`src/rtl/bram_frame_reader_if.sv`:
```
// Bundle of the descriptor, BRAM port B and AXI4-Stream signals of the frame reader.
// The master modport is the reader itself; the slave modport is its environment.
interface bram_frame_reader_if #(
    parameter int NB_COL    = 4,
    parameter int COL_WIDTH = 8,
    parameter int RAM_DEPTH = 1600,
    parameter int LEN_WIDTH = 14
);
    localparam int AW = $clog2(RAM_DEPTH);
    localparam int DW = NB_COL * COL_WIDTH;

    logic                 desc_valid_i;
    logic                 desc_ready_o;
    logic [AW-1:0]        desc_addr_i;
    logic [LEN_WIDTH-1:0] desc_len_i;

    logic [AW-1:0]        bram_addr_o;
    logic                 bram_en_o;
    logic                 bram_regce_o;
    logic                 bram_rst_o;
    logic [DW-1:0]        bram_dout_i;

    logic [DW-1:0]        m_axis_tdata_o;
    logic [NB_COL-1:0]    m_axis_tkeep_o;
    logic                 m_axis_tlast_o;
    logic                 m_axis_tvalid_o;
    logic                 m_axis_tready_i;

    logic                 frame_done_o;

    modport master (
        input  desc_valid_i, desc_addr_i, desc_len_i, bram_dout_i, m_axis_tready_i,
        output desc_ready_o, bram_addr_o, bram_en_o, bram_regce_o, bram_rst_o,
        output m_axis_tdata_o, m_axis_tkeep_o, m_axis_tlast_o, m_axis_tvalid_o, frame_done_o
    );

    modport slave (
        output desc_valid_i, desc_addr_i, desc_len_i, bram_dout_i, m_axis_tready_i,
        input  desc_ready_o, bram_addr_o, bram_en_o, bram_regce_o, bram_rst_o,
        input  m_axis_tdata_o, m_axis_tkeep_o, m_axis_tlast_o, m_axis_tvalid_o, frame_done_o
    );
endinterface

```
`src/rtl/bram_frame_reader.sv`:
```
// Frame buffer reader: walks a ring of BRAM words for each descriptor and
// streams them out as AXI4-Stream. Read latency is absorbed by a small prefetch
// FIFO; reads are only issued while the FIFO plus in-flight reads have room, so
// the FIFO can never overflow and no read is lost or repeated.
module bram_frame_reader #(
    parameter int NB_COL     = 4,
    parameter int COL_WIDTH  = 8,
    parameter int RAM_DEPTH  = 1600,
    parameter int RD_LATENCY = 2,
    parameter int FIFO_DEPTH = 4,
    parameter int LEN_WIDTH  = 14
) (
    input  logic                clk_i,
    input  logic                rst_i,
    bram_frame_reader_if.master bus
);
    localparam int AW   = $clog2(RAM_DEPTH);
    localparam int DW   = NB_COL * COL_WIDTH;
    localparam int CW   = $clog2(NB_COL);
    localparam int PW   = (FIFO_DEPTH > 1) ? $clog2(FIFO_DEPTH) : 1;
    localparam int CNTW = $clog2(FIFO_DEPTH + 1);
    localparam int OW   = $clog2(FIFO_DEPTH + RD_LATENCY + 2) + 1;
    localparam int EW   = DW + NB_COL + 1;

    typedef enum logic [1:0] {
        IDLE  = 2'd0,
        ISSUE = 2'd1,
        DRAIN = 2'd2
    } state_t;

    state_t                 state_r;
    state_t                 state_next;
    logic [AW-1:0]          addr_r;
    logic                   en_r;
    logic                   en_next;
    logic [LEN_WIDTH-1:0]   words_left_r;
    logic [LEN_WIDTH-1:0]   words_after_s;
    logic [CW-1:0]          tail_r;
    logic [RD_LATENCY-1:0]  vld_sr_r;
    logic [RD_LATENCY-1:0]  last_sr_r;
    logic [EW-1:0]          fifo_mem_r [0:FIFO_DEPTH-1];
    logic [PW-1:0]          wr_ptr_r;
    logic [PW-1:0]          rd_ptr_r;
    logic [CNTW-1:0]        count_r;
    logic                   done_r;
    logic                   done_next;

    logic                   accept_s;
    logic                   len_zero_s;
    logic [LEN_WIDTH:0]     len_ext_s;
    logic [LEN_WIDTH-1:0]   words_s;
    logic                   last_issue_s;
    logic [OW-1:0]          inflight_s;
    logic [OW-1:0]          occ_s;
    logic                   push_s;
    logic                   pop_s;
    logic                   push_last_s;
    logic [EW-1:0]          push_word_s;
    logic [EW-1:0]          head_s;
    logic                   head_last_s;
    logic                   tvalid_s;

    // Byte qualifier of the final beat: the lowest 'tail' lanes, or all lanes when tail is zero.
    function automatic logic [NB_COL-1:0] keep_mask(input logic [CW-1:0] tail);
        logic [NB_COL-1:0] m;
        m = '1;
        if (tail != '0) begin
            for (int i = 0; i < NB_COL; i++) begin
                m[i] = (i < int'(tail));
            end
        end else begin
            m = '1;
        end
        return m;
    endfunction

    // Circular pointer increment for the prefetch FIFO.
    function automatic logic [PW-1:0] ptr_inc(input logic [PW-1:0] p);
        return (p == PW'(FIFO_DEPTH - 1)) ? '0 : p + PW'(1);
    endfunction

    assign len_zero_s   = (bus.desc_len_i == '0);
    assign len_ext_s    = {1'b0, bus.desc_len_i} + (LEN_WIDTH + 1)'(NB_COL - 1);
    assign words_s      = LEN_WIDTH'(len_ext_s >> CW);
    assign last_issue_s = (words_left_r == LEN_WIDTH'(1));

    assign tvalid_s     = (count_r != '0);
    assign head_s       = fifo_mem_r[rd_ptr_r];
    assign head_last_s  = head_s[EW-1];
    assign pop_s        = tvalid_s & bus.m_axis_tready_i;
    assign push_s       = vld_sr_r[RD_LATENCY-1];
    assign push_last_s  = last_sr_r[RD_LATENCY-1];
    assign push_word_s  = {push_last_s,
                           push_last_s ? keep_mask(tail_r) : {NB_COL{1'b1}},
                           bus.bram_dout_i};

    // State register.
    always_ff @(posedge clk_i or posedge rst_i) begin
        if (rst_i) begin
            state_r <= IDLE;
        end else begin
            state_r <= state_next;
        end
    end

    // Next state, descriptor acceptance and frame-done request.
    always_comb begin
        state_next = state_r;
        accept_s   = 1'b0;
        done_next  = 1'b0;
        case (state_r)
            IDLE: begin
                if (bus.desc_valid_i) begin
                    accept_s = 1'b1;
                    if (len_zero_s) begin
                        done_next  = 1'b1;
                        state_next = IDLE;
                    end else begin
                        state_next = ISSUE;
                    end
                end else begin
                    state_next = IDLE;
                end
            end
            ISSUE: begin
                if (en_r && last_issue_s) begin
                    state_next = DRAIN;
                end else begin
                    state_next = ISSUE;
                end
            end
            DRAIN: begin
                if (pop_s && head_last_s) begin
                    done_next  = 1'b1;
                    state_next = IDLE;
                end else begin
                    state_next = DRAIN;
                end
            end
            default: begin
                state_next = IDLE;
            end
        endcase
    end

    // Credit check for the next cycle's read: occupancy after this edge must leave a free slot.
    always_comb begin
        inflight_s = '0;
        for (int i = 0; i < RD_LATENCY; i++) begin
            inflight_s = inflight_s + OW'(vld_sr_r[i]);
        end
        occ_s         = OW'(count_r) + inflight_s + OW'(en_r) - OW'(pop_s);
        words_after_s = en_r ? (words_left_r - LEN_WIDTH'(1)) : words_left_r;
        if (accept_s && !len_zero_s) begin
            en_next = 1'b1;
        end else if ((state_r == ISSUE) && (words_after_s != '0) && (occ_s < OW'(FIFO_DEPTH))) begin
            en_next = 1'b1;
        end else begin
            en_next = 1'b0;
        end
    end

    // Read issue: address ring walk, remaining word count and read-valid/last pipeline.
    always_ff @(posedge clk_i or posedge rst_i) begin
        if (rst_i) begin
            addr_r       <= '0;
            en_r         <= 1'b0;
            words_left_r <= '0;
            tail_r       <= '0;
            vld_sr_r     <= '0;
            last_sr_r    <= '0;
            done_r       <= 1'b0;
        end else begin
            en_r      <= en_next;
            done_r    <= done_next;
            vld_sr_r  <= RD_LATENCY'({vld_sr_r, en_r});
            last_sr_r <= RD_LATENCY'({last_sr_r, en_r & last_issue_s});
            if (accept_s) begin
                addr_r       <= bus.desc_addr_i;
                words_left_r <= words_s;
                tail_r       <= bus.desc_len_i[CW-1:0];
            end else if (en_r) begin
                addr_r       <= (addr_r == AW'(RAM_DEPTH - 1)) ? '0 : addr_r + AW'(1);
                words_left_r <= words_left_r - LEN_WIDTH'(1);
            end
        end
    end

    // Prefetch FIFO: push on read-pipeline exit, pop on stream handshake.
    always_ff @(posedge clk_i or posedge rst_i) begin
        if (rst_i) begin
            for (int i = 0; i < FIFO_DEPTH; i++) begin
                fifo_mem_r[i] <= '0;
            end
            wr_ptr_r <= '0;
            rd_ptr_r <= '0;
            count_r  <= '0;
        end else begin
            if (push_s) begin
                fifo_mem_r[wr_ptr_r] <= push_word_s;
                wr_ptr_r             <= ptr_inc(wr_ptr_r);
            end
            if (pop_s) begin
                rd_ptr_r <= ptr_inc(rd_ptr_r);
            end
            case ({push_s, pop_s})
                2'b10:   count_r <= count_r + CNTW'(1);
                2'b01:   count_r <= count_r - CNTW'(1);
                default: count_r <= count_r;
            endcase
        end
    end

    assign bus.desc_ready_o    = (state_r == IDLE);
    assign bus.bram_addr_o     = addr_r;
    assign bus.bram_en_o       = en_r;
    assign bus.bram_regce_o    = 1'b1;
    assign bus.bram_rst_o      = 1'b0;
    assign bus.m_axis_tvalid_o = tvalid_s;
    assign bus.m_axis_tdata_o  = tvalid_s ? head_s[DW-1:0] : '0;
    assign bus.m_axis_tkeep_o  = tvalid_s ? head_s[DW+NB_COL-1:DW] : '0;
    assign bus.m_axis_tlast_o  = tvalid_s & head_last_s;
    assign bus.frame_done_o    = done_r;
endmodule

```
`src/flat_wrapper.sv`:
```
// flat-port wrapper written by rule: the top's interface ports become plain ports
module bram_frame_reader_flat 
#(
    parameter int NB_COL     = 4,
    parameter int COL_WIDTH  = 8,
    parameter int RAM_DEPTH  = 1600,
    parameter int RD_LATENCY = 2,
    parameter int FIFO_DEPTH = 4,
    parameter int LEN_WIDTH  = 14
)
  (clk_i, rst_i, bus_desc_valid_i, bus_desc_addr_i, bus_desc_len_i, bus_bram_dout_i, bus_m_axis_tready_i, bus_desc_ready_o, bus_bram_addr_o, bus_bram_en_o, bus_bram_regce_o, bus_bram_rst_o, bus_m_axis_tdata_o, bus_m_axis_tkeep_o, bus_m_axis_tlast_o, bus_m_axis_tvalid_o, bus_frame_done_o);
  bram_frame_reader_if #(.NB_COL(NB_COL), .COL_WIDTH(COL_WIDTH), .RAM_DEPTH(RAM_DEPTH), .LEN_WIDTH(LEN_WIDTH)) bus_i ();
  input  logic clk_i;
  input  logic rst_i;
  input wire logic [$bits(bus_i.desc_valid_i)-1:0] bus_desc_valid_i;
  input wire logic [$bits(bus_i.desc_addr_i)-1:0] bus_desc_addr_i;
  input wire logic [$bits(bus_i.desc_len_i)-1:0] bus_desc_len_i;
  input wire logic [$bits(bus_i.bram_dout_i)-1:0] bus_bram_dout_i;
  input wire logic [$bits(bus_i.m_axis_tready_i)-1:0] bus_m_axis_tready_i;
  output wire logic [$bits(bus_i.desc_ready_o)-1:0] bus_desc_ready_o;
  output wire logic [$bits(bus_i.bram_addr_o)-1:0] bus_bram_addr_o;
  output wire logic [$bits(bus_i.bram_en_o)-1:0] bus_bram_en_o;
  output wire logic [$bits(bus_i.bram_regce_o)-1:0] bus_bram_regce_o;
  output wire logic [$bits(bus_i.bram_rst_o)-1:0] bus_bram_rst_o;
  output wire logic [$bits(bus_i.m_axis_tdata_o)-1:0] bus_m_axis_tdata_o;
  output wire logic [$bits(bus_i.m_axis_tkeep_o)-1:0] bus_m_axis_tkeep_o;
  output wire logic [$bits(bus_i.m_axis_tlast_o)-1:0] bus_m_axis_tlast_o;
  output wire logic [$bits(bus_i.m_axis_tvalid_o)-1:0] bus_m_axis_tvalid_o;
  output wire logic [$bits(bus_i.frame_done_o)-1:0] bus_frame_done_o;
  assign bus_i.desc_valid_i = bus_desc_valid_i;
  assign bus_i.desc_addr_i = bus_desc_addr_i;
  assign bus_i.desc_len_i = bus_desc_len_i;
  assign bus_i.bram_dout_i = bus_bram_dout_i;
  assign bus_i.m_axis_tready_i = bus_m_axis_tready_i;
  assign bus_desc_ready_o = bus_i.desc_ready_o;
  assign bus_bram_addr_o = bus_i.bram_addr_o;
  assign bus_bram_en_o = bus_i.bram_en_o;
  assign bus_bram_regce_o = bus_i.bram_regce_o;
  assign bus_bram_rst_o = bus_i.bram_rst_o;
  assign bus_m_axis_tdata_o = bus_i.m_axis_tdata_o;
  assign bus_m_axis_tkeep_o = bus_i.m_axis_tkeep_o;
  assign bus_m_axis_tlast_o = bus_i.m_axis_tlast_o;
  assign bus_m_axis_tvalid_o = bus_i.m_axis_tvalid_o;
  assign bus_frame_done_o = bus_i.frame_done_o;
  bram_frame_reader #(.NB_COL(NB_COL), .COL_WIDTH(COL_WIDTH), .RAM_DEPTH(RAM_DEPTH), .RD_LATENCY(RD_LATENCY), .FIFO_DEPTH(FIFO_DEPTH), .LEN_WIDTH(LEN_WIDTH)) u_core (.clk_i(clk_i), .rst_i(rst_i), .bus(bus_i));
endmodule
```
`config.mk`:
```
export PLATFORM = sky130hd
export DESIGN_NAME = bram_frame_reader_flat
export DESIGN_NICKNAME = d
export VERILOG_FILES = /design/src/rtl/bram_frame_reader_if.sv /design/src/rtl/bram_frame_reader.sv /design/src/flat_wrapper.sv
export SDC_FILE = /design/constraint.sdc
export NUM_CORES = 1
export LEC_CHECK = 0
export BUFFER_PORTS_ARGS = -buffer_cell sky130_fd_sc_hd__buf_2
export CORE_ASPECT_RATIO = 0.7
export CORE_UTILIZATION = 40
export CTS_CLUSTER_DIAMETER = 80
export CTS_CLUSTER_SIZE = 20
export DETAILED_ROUTE_END_ITERATION = 10
export GPL_ROUTABILITY_DRIVEN = 0
export GPL_TIMING_DRIVEN = 0
export HOLD_SLACK_MARGIN = 0.05
export SLEW_MARGIN = 30
export SYNTH_ARGS = -nofsm -noshare
export SYNTH_HDL_FRONTEND = slang
export SYNTH_SLANG_ARGS = --single-unit
```
`constraint.sdc`:
```
create_clock -name clk_i -period 17 [get_ports clk_i]
set_clock_uncertainty 0.05 [all_clocks]
set_input_delay 2.55 -clock clk_i [delete_from_list [all_inputs] [get_ports clk_i]]
set_output_delay 2.55 -clock clk_i [all_outputs]
set_load 0.02 [all_outputs]
```
==> metrics.md, run 1 <==
| Metric | Value |
|---|---|
| Slew Viols, Final | 0 |
| CTS Hold Bufs | 0 |
| CP Data Required Time | 14.40 ns |
| Worst-path clk slew | 0.07 ns |
| Total power | ~2.2 mW |
| Number of I/O pins | roughly 120 |
| Final instance area | 0.01088 sq mm |
| Mapped Area | about 0.0092 sq mm |
| Post-CTS Setup Repair Bufs | 0 |
| Total track usage | a little under a fifth |
| Synth Area in Adders | 2.518% |
| Hold Path Cell Cnt | 0 |
| Fmax | roughly 0.19 GHz |
| Inserted Clock Buffers | 17 |
| Ys Warns | 0 |
| Period minus WS final | around 5.3 ns |
| Failing checks | DRC |
| Vias per inst | just over 5 |
| Initial Utilization | approximately two fifths |
| Synth Register Bits | 190 |
| Nets@finish | a little over 900 |
| Cell taking the most area after synthesis | dfrtp_1 |
| Area grow syn2layout | 17.72% |
| Antenna viol nets, final | 0 |
| Global route total overflow | 0 |
| Slew headroom | a little over two fifths |
| Dpl cell area | roughly 0.010 sq mm |
| DR pass1 iterations | 8 |
| CTS resizes | 0 |
| Worst path max stage delay | ~0.62 ns |
| Hold Crit Class | register to register |
| Metal-1 WL | roughly 11000 microns |
| Crit path cell chain | clkbuf_1 -> buf_1 -> mux4_2 -> and2_1 -> buf_2 |
| Fill cell count | between 2000 and 2500 |
| RSZ-0062 raised after global routing | false |
| Top cells by area, synth | dfrtp_1, mux2_2, mux4_2 |
| R2R depth | 12 |
| Leakage dissipation | around 4.7 nW |
| Max Cap Violations | 0 |
| R2R Setup Slk | about 14 ns |
| Syn_nets | roughly 800 |
| H-tree Lvls | 4 |
| Metal3 WL | 883 microns |
| Initial antenna violation count | 0 |
| Antenna cells | 0 |
| Synth top area share | around half |
| Largest family of logic cells by synthesized area | multiplexers |
| Synth Area in Compound Gates | under 10% |
| PD cells | slightly above 200 mW/mm^2 |
| Drt drc | 1 |
| Core area | 0.02268 sq mm |
| CTS Sinks | 190 |
| Die Wd | approximately 180 microns |
| Via count | ~6000 |
| CP arrival | between 2 and 3 ns |
| Avg Cell Area, Syn | 12.78 sq um |
| Total length of routed wires | between 20000 and 25000 microns |
| Post-detail-place hpwl | about 14000 microns |
| Setup crit end kind | output pin |
| Critical R2R Capture | u_core.bus.bram_en_o$_DFF_PP0_ |
| Crit Path Max Fanout | 10 |
| Vias in the first global route | between 6000 and 7000 |
| Worst skew pair latency | between 0.4 and 0.5 ns |
| Mapped Cells | 723 |
| Hold Vio Cnt, Final | 0 |
| Die height | ~130 microns |
| Hold_sp | u_core.last_sr_r[0]$_DFF_PP0_ |
| PortBufs | 112 |
| Number of synthesized flops with an enable pin | 0 |
| Simple-gate portion of the synthesized area | 9.963% |
| Most frequent cells in the layout | dfrtp_1, mux2_2, buf_2, nand2_1, and2_1 |
| Fin Setup TNS | 0 ns |
| Sequential area share after synthesis | slightly above 50% |
| Layout cell share with drive strength beyond 1 | 38.09% |
| Num rows | 46 |
| Run status | finished with violations |
| Root buffer cell | clkbuf_16 |
| First-pass GRT wire length | 33280 microns |
| Final number of setup-violating endpoints | 0 |
| Multiplexer share of the synthesized area | about a quarter |
| Critical path launch point type | register |
| WL per Instance | about 17 microns |
| Max Root-Sink Buffers | 2 |
| Top sig layer | met4 |
| Most common cell after layout, fill and taps aside | dfrtp_1 |
| Hold Path End | u_core.last_sr_r[1]$_DFF_PP0_ |
| Synth unique cells | 53 |
| Worst r2r src | u_core.count_r[2]$_DFFE_PP0P_ |
| Largest net degree at the start of global routing | 90 |
| Metal2 WL | 8689 microns |
| Asr flop ratio synth | 100.0% |
| Synth Flop Type | dfrtp_1 |
| CTS tree | built |
| WHS | 0.3015 ns |
| 1st-iter DRT viols | ~330 |
| Slew @ Worst Pin | between 0.8 and 0.9 ns |
| Die Area | around 0.024 sq mm |
| Slowest cell on crit path | buf_1 |
| Setup CP Type | register to output pin |
| Period utilization | between 30% and 40% |
| VDD IR max | around 0.00010 V |
| XOR/XNOR share of the synthesized area | about 2.6% |
worst max-delay path by stage:
stage | from | endpoint | slack, ns | depth (start not counted)
after global routing | u_core.rd_ptr_r[1]$_DFFE_PP0P_ | bus_m_axis_tdata_o[28] | 11.60 | 5
after global placement | rst_i | u_core.fifo_mem_r[128]$_DFFE_PP0P_ | 6.73 | 2
after floorplan | rst_i | u_core.bus.bram_addr_o[0]$_DFFE_PP0P_ | 9.23 | 1
after detailed placement | u_core.rd_ptr_r[1]$_DFFE_PP0P_ | bus_m_axis_tdata_o[27] | 12.19 | 5
final | u_core.rd_ptr_r[1]$_DFFE_PP0P_ | bus_m_axis_tdata_o[28] | 11.70 | 5
after CTS | u_core.rd_ptr_r[1]$_DFFE_PP0P_ | bus_m_axis_tdata_o[27] | 11.70 | 5
cells by family (layout without fill, tap and decap cells):
family / after synthesis / count (layout)
and+or+nand+nor: 171 / 171
AOI/OAI and AO/OA: 76 / 76
DFF: 190 / 190
buffers and inverters: 65 / 211
other: 2 / 2
muxes: 174 / 174
adders and majority gates: 18 / 18
xor gates and xnor gates: 27 / 27
flip-flops by register name, summed over array words and instances (netlist names):
register	flops
u_core.fifo_mem_r	148
u_core.words_left_r	14
u_core.bus.bram_addr_o	11
u_core.count_r	3
u_core.last_sr_r	2
u_core.rd_ptr_r	2
u_core.state_r	2
u_core.tail_r	2
u_core.vld_sr_r	2
u_core.wr_ptr_r	2
u_core.bus.bram_en_o	1
u_core.bus.frame_done_o	1
per-stage QoR:
stage | utilization (%) | instances | setup slack [ns]
3_3_place_gp | 44.95 | 1147 | 6.732
4_1_cts | 47.98 | 1181 | 11.70
2_1_floorplan | - | 723 | 9.230
6_report | 47.98 | 1181 | 11.70
3_5_place_dp | 45.23 | 1149 | 12.19
5_1_grt | 47.98 | 1181 | 11.60
routing by layer:
metal | GRT usage, % | vias up
met3 | 4.356 | 7
met5 | 0 | -
met2 | 26.40 | 127
met1 | 28.07 | 3108
met4 | 3.676 | 0
li1 | - | 2843
worst max-delay path: cells and delay by family (launching register included):
kind                   cells  cell delay [ns]
AND/OR/NAND/NOR            1             0.19
multiplexers               1             0.40
flip-flops                 1             0.38
buffers and inverters      3             1.29
report_power, final:
| part | switching [mW] | internal (mW) | total (mW) | leakage (nW) |
|---|---|---|---|---|
| clock | 0.186 | 0.239 | 0.425 | 0.302 |
| combinational | 0.486 | 0.495 | 0.982 | 2.14 |
| sequential | 0.130 | 0.668 | 0.799 | 2.23 |
| total | 0.803 | 1.40 | 2.21 | 4.68 |
cell usage after synthesis, drive strengths merged, types with 5 or more instances:
cell type / instances
buf: 8
nor3: 6
inv: 25
a22oi: 5
nor2: 20
xor2: 11
xnor2: 16
a21oi: 9
nand3: 9
nand2b: 9
or3: 7
mux4: 37
ha: 17
nand2: 48
mux2: 134
nor4: 9
clkbuf: 32
dfrtp: 190
and2: 40
o21ai: 36
final cells by class:
class / instances / area (sq um) / area share, %
plain buffers: 40 / 163.9 / 1.506
clock inverters: 14 / 183.9 / 1.690
flip-flops and latches: 190 / 4755 / 43.70
clock buffers: 18 / 439.2 / 4.036
well taps: 312 / 390.4 / 3.588
repair buffers: 114 / 615.6 / 5.658
multi-input cells: 468 / 4232 / 38.89
inverters: 25 / 101.3 / 0.9315
Note: power is estimated with default switching activity, not from simulation.
==> run 2, diff against run 1 <==
--- a/config.mk
+++ b/config.mk
@@ -5,6 +5,7 @@
 export SDC_FILE = /design/constraint.sdc
 export NUM_CORES = 1
 export LEC_CHECK = 0
+export ABC_AREA = 1
 export BUFFER_PORTS_ARGS = -buffer_cell sky130_fd_sc_hd__buf_2
 export CORE_ASPECT_RATIO = 0.7
 export CORE_UTILIZATION = 40
==> constraint.sdc (replaced) <==
create_clock -name clk_i -period 4.3 [get_ports clk_i]
set_clock_uncertainty 0.05 [all_clocks]
set_input_delay 0.645 -clock clk_i [delete_from_list [all_inputs] [get_ports clk_i]]
set_output_delay 0.645 -clock clk_i [all_outputs]
set_load 0.02 [all_outputs]
==> run 2 against run 1 <==
Area after synthesis grew 1.7%. Critical endpoint is now bus_m_axis_tdata_o[22]. Non-clock buffer count grew 29. Largest power group unchanged. The flow now finishes without violations. Largest cell class unchanged. Design area grew 2.3%. Sequential share of layout area fell by 0.99 points.
==> metrics.md, run 2 <==
| Metric | Value |
|---|---|
| Slew @ Worst Pin | 0.6331 ns (-0.2352 ns) |
| Number of I/O pins | 115 (unchanged) |
| CP arrival | 2.42 ns (-0.28 ns) |
| Period utilization | 72.50% |
| Most frequent CP cell | buf_2 |
| CTS Hold Bufs | 0 (unchanged) |
| Slew headroom | 57.79% (+16 points) |
| Count leader, synth | nand2_1 |
| Setup ws final | 1.183 ns (-10.51 ns) |
| Inserted Clock Buffers | 17 (unchanged) |
| Antenna cells | 0 (unchanged) |
| Worst path max stage delay | 0.48 ns (-0.14 ns) |
| Initial antenna violation count | 0 (unchanged) |
| Avg Cell Area, Syn | 7.973 sq um (-38%) |
| Mapped Area | 0.009400 sq mm (+1.7%) |
| H-tree Lvls | 4 (unchanged) |
| Slew Viols, Final | 0 (unchanged) |
| 1st-iter DRT viols | 646 (+95%) |
| Mapped Cells | 1179 (+63%) |
| Worst r2r src | u_core.count_r[0]$_DFFE_PP0P_ |
| Synth Register Bits | 190 (unchanged) |
| VDD IR max | 0.0003758 V (+270%) |
| Non-filler cells, final | 1643 (+39%) |
| Final number of setup-violating endpoints | 0 (unchanged) |
| Fmax | 0.3208 GHz |
| Die height | 130.3 microns (+0.84%) |
| First-pass GRT wire length | 42460 microns (+28%) |
| CP Data Required Time | 3.61 ns (-10.79 ns) |
| Via count | 8216 (+35%) |
| Syn_nets | 1258 (+57%) |
| Num rows | 46 (unchanged) |
| Largest net degree at the start of global routing | 30 (-67%) |
| Root buffer cell | clkbuf_16 |
| Area grow syn2layout | 18.42% |
| Run status | completed |
| Nets@finish | 1397 (+49%) |
| Synth unique cells | 45 (-15%) |
| Critical path launch point type | register |
| Hold Crit Class | primary input to async pin |
| WL per Instance | 15.84 microns (-7.8%) |
| PD cells | 813.1 mW/mm^2 (+300%) |
| Buf+Inv Stages, Crit Path | 4 (+1) |
| Setup CP Type | register to output pin |
| CTS resizes | 0 (unchanged) |
| Number of flip-flops in the largest register | 148 (unchanged) |
| Period minus WS final | around 3.1 ns |
| PortBufs | 112 (unchanged) |
| Fin Setup TNS | 0 ns (unchanged) |
| Number of synthesized flops with an enable pin | 0 (unchanged) |
| Largest Register | u_core.fifo_mem_r |
| Most frequent cells in the layout | nand2_1, o21ai_0, dfrtp_1, nor2_1, buf_2 |
| Post-synth top cells | nand2_1, o21ai_0, dfrtp_1 |
| Worst Setup SP | u_core.rd_ptr_r[0]$_DFFE_PP0P_ |
| Total track usage | 23.06% (+4.7 points) |
| Leakage dissipation | 5.464 nW (+17%) |
| Max Root-Sink Buffers | 2 (unchanged) |
| Layout cell share with drive strength beyond 1 | 15.93% (-22 points) |
| Crit Path Max Fanout | 10 (unchanged) |
| Hold Vio Cnt, Final | 0 (unchanged) |
| Cell taking the most area after synthesis | dfrtp_1 |
| Setup crit end kind | output pin |
| CTS tree | built |
| Slowest cell on crit path | clkbuf_1 |
| Post-place setup slack | 1.723 ns (-10.47 ns) |
| Worst skew pair latency | 0.45 ns (about the same) |
| RSZ-0062 raised after global routing | false |
| Global route total overflow | 0 (unchanged) |
| Cells after DPL | 1611 (+40%) |
| Ys Warns | 0 (unchanged) |
| WHS | 0.09277 ns (-0.2087 ns) |
| Vias in the first global route | 7976 (+31%) |
| Vias per inst | 5.001 (-2.9%) |
| Die Wd | 185.2 microns (+0.84%) |
| Initial Utilization | 41.14% (+0.38 points) |
| Asr flop ratio synth | 100.0% (unchanged) |
| Worst-path clk slew | 0.08 ns (about the same) |
| Die Area | 0.02413 sq mm (+1.7%) |
| Drt drc | 0 (-1) |
| CTS Sinks | 190 (unchanged) |
| Top cells by area, synth | dfrtp_1, o21ai_0, nand2_1 |
| Post-CTS Setup Repair Bufs | 0 (unchanged) |
| Total length of routed wires | 26030 microns (+28%) |
| Post-detail-place hpwl | 18760 microns (+35%) |
| Antenna viol nets, final | 0 (unchanged) |
| DR pass1 iterations | 5 (-3) |
| Synth Flop Type | dfrtp_1 |
| CP top delay family | buffers and inverters |
| Max Cap Violations | 0 (unchanged) |
| Synth top area share | 50.58% (-0.86 points) |
| Total power | 9.052 mW (+310%) |
| Sequential area share after synthesis | 50.58% (-0.86 points) |
| Most common cell after layout, fill and taps aside | nand2_1 |
| Crit path cell chain | inv_1 -> buf_2 -> clkbuf_1 -> o21ai_0 -> a21oi_1 -> buf_2 |
| Core area | 0.02285 sq mm (+0.76%) |
-- run 2: final timing paths --
| path | to | slack [ns] | cells past startpoint |
|---|---|---|---|
| worst min-delay path | u_core.bus.bram_addr_o[3]$_DFFE_PP0P_ | 0.09 | 2 |
| min in group clk_i | u_core.last_sr_r[1]$_DFF_PP0_ | 0.32 | 0 |
| worst max register to register | u_core.bus.bram_en_o$_DFF_PP0_ | 1.85 | 13 |
| max in group asynchronous | u_core.fifo_mem_r[88]$_DFFE_PP0P_ | 3.13 | 6 |
| worst max-delay path | bus_m_axis_tdata_o[22] | 1.18 | 6 |
| worst min register to register | u_core.last_sr_r[1]$_DFF_PP0_ | 0.32 | 0 |
-- run 2: metrics by stage --
step	area [sq um]	util, %
after floorplan	9404	-
after global placement	10350	45.32
after detailed placement	10540	46.12
after CTS	11130	48.72
after global routing	11130	48.72
final	11130	48.72
-- run 2: power by group --
group	switching [mW]	internal (mW)	total, mW
clock network	0.743	0.885	1.63
logic	2.84	1.44	4.29
registers	0.512	2.62	3.14
total	4.10	4.95	9.05
-- run 2: final cells by class --
type	count	area, sq um
well taps	312	390.4
inverters	112	430.4
clock buffers	19	442.9
repair buffers	120	743.2
flip-flops and latches	190	4755
plain buffers	63	276.5
fillers	2326	11720
clock inverters	13	151.4
multi-input cells	814	3943
-- run 2: worst reg2reg max path, cell delays in order, from the launching register on --
cell     delay, ns
dfrtp_1       0.42
nor3_1        0.29
inv_1         0.09
nand2_1       0.12
inv_1         0.12
ha_1          0.30
inv_1         0.04
ha_1          0.27
a21o_1        0.18
a21oi_1       0.15
xnor2_1       0.08
nor3_1        0.16
nand2_1       0.08
nand2_1       0.06
-- run 2: metal layers --
layer	vias to the layer above	track usage (%)	share of wire, %
met4	0	5.980	1.2
met5	-	0	0
met3	24	3.461	4.7
li1	4076	-	-
met2	219	33.91	42
met1	3897	35.20	52
-- run 2: cell families (layout without fill, tap and decap cells) --
logic type / after synthesis / in the layout / share of synthesized area [%]
AO/OA/AOI/OAI: 305 / 305 / 16.78
XOR/XNOR: 11 / 11 / 1.025
adder cells (fa/ha/maj): 18 / 18 / 2.476
buffers and inverters: 175 / 327 / 7.480
flip-flops: 190 / 190 / 50.58
other: 2 / 2 / 0.07989
AND/OR/NAND/NOR: 478 / 478 / 21.58
==> run 3, diff against run 2 <==
--- a/config.mk
+++ b/config.mk
@@ -5,7 +5,7 @@
 export SDC_FILE = /design/constraint.sdc
 export NUM_CORES = 1
 export LEC_CHECK = 0
-export ABC_AREA = 1
+export ABC_AREA = 0
 export BUFFER_PORTS_ARGS = -buffer_cell sky130_fd_sc_hd__buf_2
 export CORE_ASPECT_RATIO = 0.7
 export CORE_UTILIZATION = 40
==> constraint.sdc (replaced) <==
create_clock -name clk_i -period 3.1 [get_ports clk_i]
set_clock_uncertainty 0.05 [all_clocks]
set_input_delay 0.465 -clock clk_i [delete_from_list [all_inputs] [get_ports clk_i]]
set_output_delay 0.465 -clock clk_i [all_outputs]
set_load 0.02 [all_outputs]
==> run 3 against run 2 <==
The run now ends with DRC left. Total power increased by 33%. Design area fell by 1.3%. Sequential power increased by 39%. Largest power group unchanged. Sequential cell count unchanged. Worst hold slack gained 0.11 ns. Combinational power increased by 26%.
==> metrics.md, run 3 (synthesized netlist as in run 1, its figures left out) <==
| Metric | Value |
|---|---|
| Leakage dissipation | 4.723 nW (-14%) |
| Slew @ Worst Pin | 0.8423 ns (+0.2092 ns) |
| Slew headroom | 43.11% (-15 points) |
| Failing checks | DRC |
| PD cells | 1098 mW/mm^2 (+35%) |
| Die Wd | 183.7 microns (-0.83%) |
| Via count | 6098 (-26%) |
| Number of I/O pins | 115 (unchanged) |
| Area grow syn2layout | 18.82% |
| Worst-path clk slew | 0.07 ns (about the same) |
| Max Cap Violations | 0 (unchanged) |
| Most Crowded Layer GR | met1 |
| Most frequent cells in the layout | dfrtp_1, mux2_2, buf_2, nand2_1, and2_1 |
| RSZ-0062 raised after global routing | false |
| Final number of setup-violating endpoints | 0 (unchanged) |
| Initial Utilization | 40.76% (-0.38 points) |
| Initial antenna violation count | 0 (unchanged) |
| Period utilization | between 90% and 100% |
| Total track usage | 18.52% (-4.5 points) |
| Slew Viols, Final | 0 (unchanged) |
| Setup crit end kind | output pin |
| Run status | finished with violations |
| Die Area | 0.02373 sq mm (-1.7%) |
| Nets@finish | 941 (-33%) |
| Setup CP Type | register to output pin |
| Fmax | 0.3411 GHz |
| Antenna cells | 0 (unchanged) |
| H-tree Lvls | 4 (unchanged) |
| Crit Path Max Fanout | 10 (unchanged) |
| Num rows | 46 (unchanged) |
| Die height | 129.2 microns (-0.83%) |
| Antenna viol nets, final | 0 (unchanged) |
| CP Data Required Time | 2.58 ns (-1.03 ns) |
| PortBufs | 112 (unchanged) |
| Drt drc | 1 (+1) |
| Hold Vio Cnt, Final | 0 (unchanged) |
| Global route total overflow | 0 (unchanged) |
| Root buffer cell | clkbuf_16 |
| Max Root-Sink Buffers | 2 (unchanged) |
| Layout cell share with drive strength beyond 1 | 38.63% (+23 points) |
| Met3 Track Usage GR | 3.485% (+0.024 points) |
| Hold Crit Class | primary input to register |
| 1st-iter DRT viols | 287 (-56%) |
| WHS | 0.2032 ns (+0.1104 ns) |
| Vias per inst | 5.137 (+2.7%) |
| Post-detail-place hpwl | 14390 microns (-23%) |
| Total length of routed wires | 20160 microns (-23%) |
| Largest net degree at the start of global routing | 30 (unchanged) |
| CP arrival | 2.42 ns (about the same) |
| Grt met2 use | 26.87% (-7.0 points) |
| Vias in the first global route | 6161 (-23%) |
| Inserted Clock Buffers | 17 (unchanged) |
| Met1 Use GR | 28.27% (-6.9 points) |
| Number of flip-flops in the largest register | 148 (unchanged) |
| Critical path launch point type | register |
| First-pass GRT wire length | 33750 microns (-20%) |
| WL per Instance | 16.98 microns (+7.2%) |
| Worst skew pair latency | 0.43 ns (-0.02 ns) |
| CTS tree | built |
| Largest Register | u_core.fifo_mem_r |
| Core area | 0.02268 sq mm (-0.76%) |
| VDD IR max | 0.0004672 V (+24%) |
| CTS Sinks | 190 (unchanged) |
| DR pass1 iterations | 8 (+3) |
| Period minus WS final | 2.931 ns |
| Most common cell after layout, fill and taps aside | dfrtp_1 |
| Final core occ | 48.43% (-0.29 points) |
==> run 3: changes by cell type in the layout (fill, tap and decap cells not counted), moves of 12 or more <==
cell	before	now
and2_1	0	40
mux4_2	0	37
inv_1	101	24
buf_2	129	115
nand2_1	248	48
nor2_2	12	0
nor2_1	160	20
a21oi_1	50	9
mux2_2	0	134
o21ai_0	228	35
nand3_1	22	9
==> run 3: power breakdown <==
| group | switching [mW] | internal (mW) |
|---|---|---|
| combinational | 2.65 | 2.74 |
| sequential | 0.716 | 3.67 |
| clock | 0.979 | 1.31 |
| total | 4.34 | 7.72 |
==> run 3: per-layer routing <==
metal,vias to the layer above,routed length [microns]
met1,3088,10560
met4,0,153
met5,-,0
li1,2886,-
met2,111,8742
met3,13,701
==> run 3: stage by stage <==
stage               cell area [sq um]  worst slack (ns)  instances  TNS, ns  total power [mW]
floorplan                        9246            0.1365        723        0             8.314
global placement                10200            -1.218       1147  -226.71             9.719
detailed placement              10350            0.3706       1154        0             9.860
CTS                             10980         0.0008480       1187        0             12.20
global route                    10980           0.05250       1187        0             12.95
finish                          10980            0.1687       1187        0             12.06
==> run 3: layout make-up <==
| cell class | instances | area, sq um |
|---|---|---|
| Sequential cell | 190 | 4755 |
| Timing Repair Buffer | 120 | 718.2 |
| Multi-Input combinational cell | 468 | 4232 |
| Fill cell | 2101 | 11700 |
| Inverter | 25 | 97.59 |
| Buffer | 40 | 173.9 |
| Clock inverter | 13 | 162.7 |
| Tap cell | 312 | 390.4 |
| Clock buffer | 19 | 452.9 |
==> run 3: repair_timing <==
| item | CTS | global route |
|---|---|---|
| setup endpoints to repair | 19 | 8 |
| gates resized for setup | 3 | 2 |
| setup buffers | 0 | 0 |
| hold buffers | 1 | 0 |
| endpoints found under the hold margin | 13 | 0 |
==> run 3: final timing paths <==
path | from | end | slack, ns | depth (start not counted)
max | u_core.rd_ptr_r[1]$_DFFE_PP0P_ | bus_m_axis_tdata_o[30] | 0.17 | 5
min | bus_desc_addr_i[3] | u_core.bus.bram_addr_o[3]$_DFFE_PP0P_ | 0.20 | 3
max reg2reg | u_core.count_r[2]$_DFFE_PP0P_ | u_core.bus.bram_en_o$_DFF_PP0_ | 0.31 | 12
min reg2reg | u_core.last_sr_r[0]$_DFF_PP0_ | u_core.last_sr_r[1]$_DFF_PP0_ | 0.30 | 0
max in group asynchronous | rst_i | u_core.fifo_mem_r[47]$_DFFE_PP0P_ | 1.39 | 7
min in group asynchronous | rst_i | u_core.fifo_mem_r[136]$_DFFE_PP0P_ | 0.51 | 3
==> run 3: critical path, cell delays in order, from the launching register on <==
cell and delay, ns:
dfrtp_1 0.37, clkbuf_1 0.50, buf_2 0.42, mux4_2 0.36, and2_1 0.18, buf_2 0.16
